==> config.mk <==
export PLATFORM = sky130hd
export DESIGN_NAME = pipe_ctrl
export DESIGN_NICKNAME = d
export VERILOG_FILES = /design/src/rtl/pipe_pkg.sv /design/src/rtl/pipe_prio.sv /design/src/rtl/pipe_ctrl.sv
export SDC_FILE = /design/constraint.sdc
export NUM_CORES = 1
export LEC_CHECK = 0
export BUFFER_PORTS_ARGS = -buffer_cell sky130_fd_sc_hd__buf_2
export CORE_UTILIZATION = 27
export CTS_CLUSTER_DIAMETER = 120
export DETAILED_ROUTE_END_ITERATION = 10
export HOLD_SLACK_MARGIN = 0.05
export PLACE_DENSITY = 0.55
export SETUP_SLACK_MARGIN = 0.5
export SYNTH_ARGS = -nofsm -noshare
export SYNTH_HDL_FRONTEND = slang
export SYNTH_HIERARCHICAL = 1
export SYNTH_SLANG_ARGS = --single-unit
==> constraint.sdc <==
create_clock -name CLOCK -period 2.3 [get_ports CLOCK]
set_input_delay 0.23 -clock CLOCK [delete_from_list [all_inputs] [get_ports CLOCK]]
set_output_delay 0.23 -clock CLOCK [all_outputs]
set_load 0.005 [all_outputs]
==> src/rtl/pipe_pkg.sv <==
// Shared types and limits for the pipeline hazard/syscall controller.
package pipe_pkg;

  typedef enum logic [1:0] {IDLE, DRAIN, CALL, WAIT} sysState_t;

  localparam int MIN_STAGES    = 3;
  localparam int MAX_STAGES    = 8;
  localparam int DEFAULT_CNT_W = 32;
  // Drain counter must hold up to MAX_STAGES-2.
  localparam int DRAIN_W       = $clog2(MAX_STAGES - 1);

  function automatic bit stagesLegal(input int n);
    return (n >= MIN_STAGES) && (n <= MAX_STAGES);
  endfunction

endpackage

==> src/rtl/pipe_prio.sv <==
// Highest-set-bit priority encoder: idx is the oldest requesting stage.
module pipe_prio #(
  parameter int WIDTH = 5,
  parameter int IDX_W = (WIDTH > 1) ? $clog2(WIDTH) : 1
) (
  input  logic [WIDTH-1:0] reqVec,
  output logic [IDX_W-1:0] idx,
  output logic             valid
);

  always_comb begin
    idx   = '0;
    valid = 1'b0;
    for (int i = 0; i < WIDTH; i++) begin
      if (reqVec[i]) begin
        idx   = IDX_W'(i);
        valid = 1'b1;
      end
    end
  end

endmodule

==> src/rtl/pipe_ctrl.sv <==
// Pipeline stall/flush resolution plus syscall drain-and-call sequencer.
module pipe_ctrl
  import pipe_pkg::*;
#(
  parameter int NUM_STAGES = 5,
  parameter int CNT_W      = DEFAULT_CNT_W
) (
  input  logic                  CLOCK,
  input  logic                  RESET,
  input  logic [NUM_STAGES-1:0] StallReq_IN,
  input  logic [NUM_STAGES-1:0] FlushReq_IN,
  input  logic                  Syscall_IN,
  input  logic                  SysAck_IN,
  output logic                  StallPC_OUT,
  output logic [NUM_STAGES-2:0] STALL_OUT,
  output logic [NUM_STAGES-2:0] FLUSH_OUT,
  output logic                  Syscall_OUT,
  output logic [CNT_W-1:0]      StallCount_OUT
);

  localparam int IDX_W = $clog2(NUM_STAGES);
  localparam int NR    = NUM_STAGES - 1;
  localparam logic [IDX_W-1:0]   IDX_1      = IDX_W'(1);
  localparam logic [IDX_W-1:0]   IDX_2      = IDX_W'(2);
  localparam logic [NR-1:0]      R0_BIT     = NR'(1);
  localparam logic [NR-1:0]      R1_BIT     = NR'(2);
  localparam logic [DRAIN_W-1:0] DRAIN_LOAD = DRAIN_W'(NUM_STAGES - 2);

  if (!stagesLegal(NUM_STAGES)) begin : gIllegalStages
    $error("pipe_ctrl: NUM_STAGES out of range");
  end

  logic [IDX_W-1:0]   stallIdx, flushIdx;
  logic               stallValid, flushValid;
  logic               flushApplied, stallActive;
  logic               frontBlocked, decodeKilled, backStall;
  logic [NR-1:0]      normStall, normFlush, stallVec, flushVec;
  logic               holdFront, drainFlush, stallPcInt;
  sysState_t          stateReg, stateNext;
  logic [DRAIN_W-1:0] drainCntReg, drainCntNext;
  logic [CNT_W-1:0]   stallCountReg;

  pipe_prio #(.WIDTH(NUM_STAGES), .IDX_W(IDX_W)) uStallPrio (
    .reqVec(StallReq_IN), .idx(stallIdx), .valid(stallValid)
  );

  pipe_prio #(.WIDTH(NUM_STAGES), .IDX_W(IDX_W)) uFlushPrio (
    .reqVec(FlushReq_IN), .idx(flushIdx), .valid(flushValid)
  );

  // A redirect is dropped when an equal-or-older stage is stalled; otherwise it overrides every younger stall.
  assign flushApplied = flushValid && !(stallValid && (stallIdx >= flushIdx));
  assign stallActive  = stallValid && !flushApplied;
  assign frontBlocked = stallActive && (stallIdx >= IDX_1);
  assign decodeKilled = flushApplied && (flushIdx >= IDX_2);
  assign backStall    = stallValid && (stallIdx >= IDX_2);

  for (genvar gi = 0; gi < NR; gi++) begin : gRegMask
    assign normStall[gi] = stallActive && (IDX_W'(gi) < stallIdx);
    assign normFlush[gi] = (flushApplied && (IDX_W'(gi) < flushIdx)) ||
                           (stallActive && (stallIdx == IDX_W'(gi)));
  end

  always_comb begin
    stateNext    = stateReg;
    drainCntNext = drainCntReg;
    holdFront    = 1'b0;
    drainFlush   = 1'b0;
    case (stateReg)
      IDLE: begin
        if (Syscall_IN && !frontBlocked && !decodeKilled) begin
          stateNext    = DRAIN;
          drainCntNext = DRAIN_LOAD;
          drainFlush   = 1'b1;
        end
      end
      DRAIN: begin
        if (decodeKilled) begin
          stateNext    = IDLE;
          drainCntNext = '0;
        end else begin
          holdFront  = 1'b1;
          drainFlush = 1'b1;
          if (!backStall) begin
            drainCntNext = drainCntReg - 1'b1;
            if (drainCntReg == DRAIN_W'(1)) stateNext = CALL;
          end
        end
      end
      CALL: begin
        holdFront = 1'b1;
        stateNext = WAIT;
      end
      WAIT: begin
        holdFront = 1'b1;
        if (SysAck_IN) stateNext = IDLE;
      end
      default: stateNext = IDLE;
    endcase
  end

  always_ff @(posedge CLOCK or negedge RESET) begin
    if (!RESET) begin
      stateReg    <= IDLE;
      drainCntReg <= '0;
    end else begin
      stateReg    <= stateNext;
      drainCntReg <= drainCntNext;
    end
  end

  assign flushVec   = normFlush | (drainFlush ? R1_BIT : '0);
  assign stallVec   = (normStall | (holdFront ? R0_BIT : '0)) & ~flushVec;
  assign stallPcInt = stallActive | holdFront;

  always_ff @(posedge CLOCK or negedge RESET) begin
    if (!RESET) begin
      stallCountReg <= '0;
    end else if (stallPcInt && (stallCountReg != {CNT_W{1'b1}})) begin
      stallCountReg <= stallCountReg + 1'b1;
    end
  end

  // Combinational outputs are gated so reset silences them without waiting for a clock.
  assign StallPC_OUT    = RESET && stallPcInt;
  assign STALL_OUT      = RESET ? stallVec : '0;
  assign FLUSH_OUT      = RESET ? flushVec : '0;
  assign Syscall_OUT    = RESET && (stateReg == CALL);
  assign StallCount_OUT = stallCountReg;

endmodule

==> flow_summary.toml, run 1 <==
[status]
outcome = "complete, no violations"

[clocking]
clk_path_buf_depth = 2
cts_htree_levels = 2
insertion_delay_ps = 290
cts_tree = "done"
numCtsBuffers = 5
clkSinkCount = 37
clkTransAtPathRegs_ps = 80
clockRootBuffer = "clkbuf_8"

[synth]
synth-edff-count = 0
synth.avg_cell_area_um2 = 9.308
async_reset_ff_share_pct = 100.0
netlist_instances = 239
synth_fp_nets = 259
synthDistinctLibCells = 48
yosys_most_used_dff = "dfrtp_1"
synth_area_um2 = 2225
ys_seq_area_share_pct = 41.62
ys_seq_elements = 37
ys.warnings.count = 6

[layout]
layout.nets = 358
drive_above_1_share_pct = 47.20
syn_to_final_growth_pct = 54.16
fin_area_um2 = 3430
instances_no_fill = 441
fill_cells = 797
diodes = 0

[power_and_ir_drop]
p_int_w = 0.001803
p_sw_w = 0.0009001
swShare_pct = 33.29
p_leak_nw = 1.675
clock_power_share_pct = 25.4
p_seq_share_pct = 33.9
combPwrFrac_pct = 40.7
powerDensity_nw_per_um2 = 788.3
ir_worst_vdd_mv = 0.4498

[sta]
fin_worst_skew_ps = 6.518
period_needed_ps = 2189
hold_viol = 0
slew_headroom_pct = 63.98
tightest_slew_ps = 538.5
rsz0062_at_grt = "true"
finalSetupViolations = 0
max_freq_mhz = 456.9
drv_slew = 0
min_period_over_period_pct = 95.16

[global_routing]
grt_pass1_wl_um = 9722
grt_remaining_overflow = 0
grt_pass1_vias = 2036
grt_use_total_pct = 14.17
antenna_found_initial = 0
grt_start_max_net_pins = 28

[place]
place_congestion = 0.8201
port_buffers = 55
dp_cells = 410
placed_area_um2 = 2874
dpl.hpwl_um = 4261

[worst_setup_path]
cpLargestDelayFamily = "compound AO/OA/AOI/OAI gates"
worst_path_most_repeated_cell = "nand2b_4"
crit_required_ps = 2070
path_max_fanout = 4
crit_chain = "buf_6 -> nand2b_4 -> a21oi_4 -> inv_2 -> ha_4 -> nand2b_4 -> a211o_1 -> a311o_1 -> nand2b_1 -> o21a_1 -> buf_2"
path_buf_inv = 3
cpMaxStageDelayCell = "a211o_1"
start_kind = "input port"
critPathKind = "input port to primary output"
cp-end-kind = "primary output"
max_stage_delay_ps = 310
cp.arrival_ps = 1960

[detailed_routing]
drc = 0
avgRoutedWirePerCell_um = 13.44
antenna_left = 0
vias = 2082
viasPerCell = 4.721
drtIter0Drc = 105
routed_wl_um = 5927
firstDrtPassIters = 4

[die]
initial_utilization_pct = 28.35
die_h_um = 92.77
die_x_um = 92.77
coreArea_um2 = 7848
boundaryPins = 56
die_area_um2 = 8606
rows = 32

[min_path]
hold_path_class = "input port to async pin"

[job]
cap_violations = 0
## metrics by stage
step | hold WS, ps | setup TNS [ps] | setup WS [ps] | power [W] | util (%)
2_1_floorplan | -65.59 | 0 | 34.56 | 0.001398 | -
3_3_place_gp | 178.0 | -43.39 | -30.55 | 0.001705 | 36.62
3_5_place_dp | 181.1 | -204.0 | -73.29 | 0.001715 | 36.62
4_1_cts | 104.5 | 0 | 110.4 | 0.002566 | 40.88
5_1_grt | 110.1 | 0 | 45.47 | 0.002887 | 43.70
6_report | 79.93 | 0 | 111.4 | 0.002704 | 43.70
## synthesized netlist by cell type (2+ instances only)
| master | n | area (µm²) |
|---|---|---|
| o21ai_0 | 7 | 35.03 |
| nor2b_1 | 4 | 25.02 |
| xnor2_1 | 19 | 166.4 |
| buf_4 | 2 | 15.01 |
| nor4_1 | 3 | 18.77 |
| and4_1 | 3 | 26.28 |
| o21a_1 | 2 | 15.01 |
| and3_1 | 11 | 68.82 |
| a21oi_1 | 6 | 30.03 |
| nand2b_1 | 5 | 31.28 |
| o211ai_1 | 2 | 15.01 |
| nor3_1 | 7 | 35.03 |
| inv_1 | 13 | 48.80 |
| nand3_1 | 12 | 60.06 |
| or2_2 | 2 | 12.51 |
| or4b_1 | 2 | 20.02 |
| nand4_1 | 12 | 75.07 |
| dfrtp_1 | 37 | 925.9 |
| a21oi_2 | 2 | 17.52 |
| and2_1 | 4 | 25.02 |
| xor2_1 | 11 | 96.34 |
| nand2_1 | 21 | 78.83 |
| ha_1 | 6 | 75.07 |
| nor2_1 | 22 | 82.58 |
## per-layer routing
| layer | vias up | wire (µm) | global-route usage, % |
|---|---|---|---|
| li1 | 1042 | - | - |
| met1 | 984 | 2704 | 19.10 |
| met2 | 52 | 2880 | 23.16 |
| met3 | 4 | 291 | 2.627 |
| met4 | 0 | 51 | 3.846 |
| met5 | - | 0 | 0 |
## state kept, by name, summed over array words and instances (netlist names), named ones only
signal / cells
StallCount_OUT: 32
drainCntReg: 3
stateReg: 1
## power by group through the flow
stage	clock, W	combinational [W]	sequential, W
finish	0.000685	0.00110	0.000917
CTS	0.000709	0.000950	0.000907
global route	0.000735	0.00121	0.000941
detailed placement	0	0.000781	0.000934
global placement	0	0.000772	0.000933
floorplan	0	0.000498	0.000900
## repair_timing
action	4_1_cts	5_1_grt
endpoints found under the hold margin	10	0
hold buffers	1	0
buffers inserted	13	9
pin swaps	20	14
endpoints found under the setup margin	44	45
gates resized for setup	20	28
## area by class of cell
class | count | area (µm²) | area share (%)
multi-input combinational | 185 | 1536 | 44.80
sequential | 37 | 927.1 | 27.03
timing repair buffer | 96 | 651.9 | 19.01
tap | 102 | 127.6 | 3.721
clock buffer | 5 | 68.82 | 2.007
clock inverter | 3 | 68.82 | 2.007
inverter | 13 | 48.80 | 1.423
## cell families after synthesis
logic type                 after synthesis  synth area share, %
adders and majority gates                6                3.374
muxes                                    2               0.9561
buffers and inverters                   17                3.262
DFF                                     37                41.62
AOI/OAI and AO/OA                       32                10.52
xor gates and xnor gates                30                11.81
and+or+nand+nor                        115                28.46
## worst paths after layout
kind | start | to | slack [ps] | cells after the start
min in group CLOCK | SysAck_IN | stateReg[0] | 300 | 4
worst min-delay path | RESET | StallCount_OUT[27] | 80 | 2
max in group asynchronous | RESET | StallCount_OUT[6] | 1350 | 2
worst min register to register | StallCount_OUT[6] | StallCount_OUT[6] | 490 | 1
worst max-delay path | StallReq_IN[2] | FLUSH_OUT[1] | 110 | 11
worst max register to register | StallCount_OUT[5] | StallCount_OUT[6] | 270 | 7
## layout by cell type (no fill, tap or decap), drive strengths merged, types with 2 or more instances in the layout
| cell type | n |
|---|---|
| and4 | 3 |
| and3 | 11 |
| and2 | 4 |
| bufinv | 2 |
| nor3 | 8 |
| nand3 | 12 |
| ha | 6 |
| xnor2 | 19 |
| a21oi | 8 |
| inv | 14 |
| nor2 | 23 |
| xor2 | 11 |
| or2 | 3 |
| o21ai | 8 |
| nor2b | 4 |
| nor4 | 5 |
| a211oi | 2 |
| o211ai | 2 |
| o21a | 2 |
| clkbuf | 5 |
| nand4 | 12 |
| or4b | 2 |
| dfrtp | 37 |
| buf | 95 |
| nand2 | 21 |
| nand2b | 5 |
No activity file was read; power rests on OpenSTA's default activity.
==> run 2, diff against run 1 <==
Settings changed: GPL_TIMING_DRIVEN set to 0.
==> run 2 against run 1 <==
Against the previous run: clock skew grew 1.8 ps; maximum frequency shrank 2.5%; worst hold slack gained 3.1 ps; setup slack lost 55 ps; clock-buffer cell count grew 1; critical path type unchanged; largest power group unchanged.
==> flow_summary.toml, run 2 (same netlist as run 1, synthesis figures left out) <==
[sta]
period_needed_ps = 2244
fin_tns_setup_ps = 0
hold_viol = 0
drv_slew = 0
layout_setup_ws_ps = 56.13
max_freq_mhz = 445.7
whs_ps = 83.01
slew_headroom_pct = 36.55
tightest_slew_ps = 951.8
finalSetupViolations = 0
rsz0062_at_grt = "true"
fin_worst_skew_ps = 8.273
min_period_over_period_pct = 97.56

[worst_setup_path]
max_stage_delay_ps = 360
critPathLaunch = "StallReq_IN[2]"
crit_required_ps = 2070
cpLargestDelayFamily = "compound AO/OA/AOI/OAI gates"
worst_path_most_repeated_cell = "nand2b_4"
crit_cells = 11
crit_end = "FLUSH_OUT[1]"
start_kind = "input port"
worstReg2RegStart = "StallCount_OUT[0]"
reg2reg_to = "StallCount_OUT[22]"
cpMaxStageDelayCell = "a211o_4"
path_max_fanout = 4
r2r_cells = 7
crit_chain = "buf_6 -> nand2b_4 -> a21oi_4 -> inv_2 -> ha_4 -> nand2b_4 -> a211o_4 -> a311o_1 -> nand2b_1 -> o21a_1 -> buf_2"
rrSetupSlack_ps = 250
cp.arrival_ps = 2010
critPathKind = "input port to primary output"
path_buf_inv = 3
cp-end-kind = "primary output"

[power_and_ir_drop]
ir_worst_vdd_mv = 0.4853
p_leak_nw = 1.623
swShare_pct = 33.98
p_int_w = 0.001762
p_sw_w = 0.0009070
clock_power_share_pct = 22.0
combPwrFrac_pct = 43.9
p_seq_share_pct = 34.1
powerDensity_nw_per_um2 = 772.1

[place]
dp_slack_ps = -331.5
dp_cells = 396
port_buffers = 55
place_congestion = 0.7593
dpl.hpwl_um = 3878

[global_routing]
grt_use_total_pct = 13.42
grt_pass1_wl_um = 9287
antenna_found_initial = 0
grt_remaining_overflow = 0
grt_start_max_net_pins = 46
grt_pass1_vias = 1978

[die]
die_h_um = 92.77
coreArea_um2 = 7848
initial_utilization_pct = 28.35
boundaryPins = 56
die_area_um2 = 8606
die_x_um = 92.77
rows = 32

[detailed_routing]
routed_wl_um = 5809
vias = 2115
drc = 0
viasPerCell = 4.796
antenna_left = 0
firstDrtPassIters = 4
drtIter0Drc = 72
avgRoutedWirePerCell_um = 13.17

[layout]
syn_to_final_growth_pct = 55.40
mostFrequentLayoutCell = "buf_2"
drive_above_1_share_pct = 48.97
largest_register_ff_count = 32
layout.nets = 358
diodes = 0
layout_common_cells = "buf_2, dfrtp_1, buf_4"
instances_no_fill = 441

[clocking]
numCtsBuffers = 5
clk_path_buf_depth = 2
clockRootBuffer = "clkbuf_8"
clkSinkCount = 37
insertion_delay_ps = 290
clkTransAtPathRegs_ps = 80
cts_tree = "done"
holdBufCountCts = 0
cts_htree_levels = 2

[job]
cap_violations = 0

[min_path]
hold_path_class = "input port to async pin"

[status]
outcome = "complete, no violations"
[run 2: changes by cell type in the layout (fill, tap and decap cells not counted), moves of 3 or more]
cell and delta:
buf_6 +3, nand2_4 -3, nor2_1 -3, nor2_4 +3
[run 2: worst reg2reg max path, cell delays in order (launching register included)]
cell	delay, ps
dfrtp_1	400
ha_4	170
nand3_4	80
or4_4	520
buf_6	160
nor3_4	300
nand4_1	160
xnor2_1	160
[run 2: through the flow]
stage               power, W  utilization, %  instance area, µm²
global placement    0.001637           35.20                2763
finish              0.002669           44.05                3457
detailed placement  0.001651           35.20                2763
CTS                 0.002492           40.11                3148
global route        0.002852           44.05                3457
floorplan           0.001398               -                2360
[run 2: how the worst min path moves through the flow]
stage	to	start	slack [ps]	cells past startpoint
final	StallCount_OUT[26]	RESET	80	1
after global routing	StallCount_OUT[26]	RESET	150	1
after detailed placement	StallCount_OUT[26]	RESET	440	1
after floorplan	StallCount_OUT[0]	RESET	-70	0
after CTS	StallCount_OUT[26]	RESET	120	1
after global placement	StallCount_OUT[26]	RESET	440	1
[run 2: final cells by class]
cell class	instances	area, µm²
Multi-Input combinational cell	185	1587
Sequential cell	37	929.6
Clock buffer	6	82.58
Timing Repair Buffer	92	614.3
Tap cell	102	127.6
Inverter	13	48.80
Buffer	4	30.03
Clock inverter	2	37.54
Fill cell	793	4390
[run 2: metal layers]
layer,share of wire (%),track usage [%]
met3,4.5,3.120
met1,46,17.59
met2,49,22.06
met4,0.57,3.590
met5,0,0
[run 2: power groups by stage]
stage | clock network, W | logic, W | registers [W]
6_report | 0.000587 | 0.00117 | 0.000910
5_1_grt | 0.000635 | 0.00128 | 0.000933
2_1_floorplan | 0 | 0.000498 | 0.000900
3_5_place_dp | 0 | 0.000734 | 0.000916
4_1_cts | 0.000605 | 0.000983 | 0.000904
3_3_place_gp | 0 | 0.000723 | 0.000914
[run 2: what timing repair did]
| item | in CTS | in global routing |
|---|---|---|
| resized for setup | 24 | 39 |
| pin swaps | 24 | 34 |
| endpoints found under the setup margin | 45 | 45 |
| setup buffers | 20 | 17 |
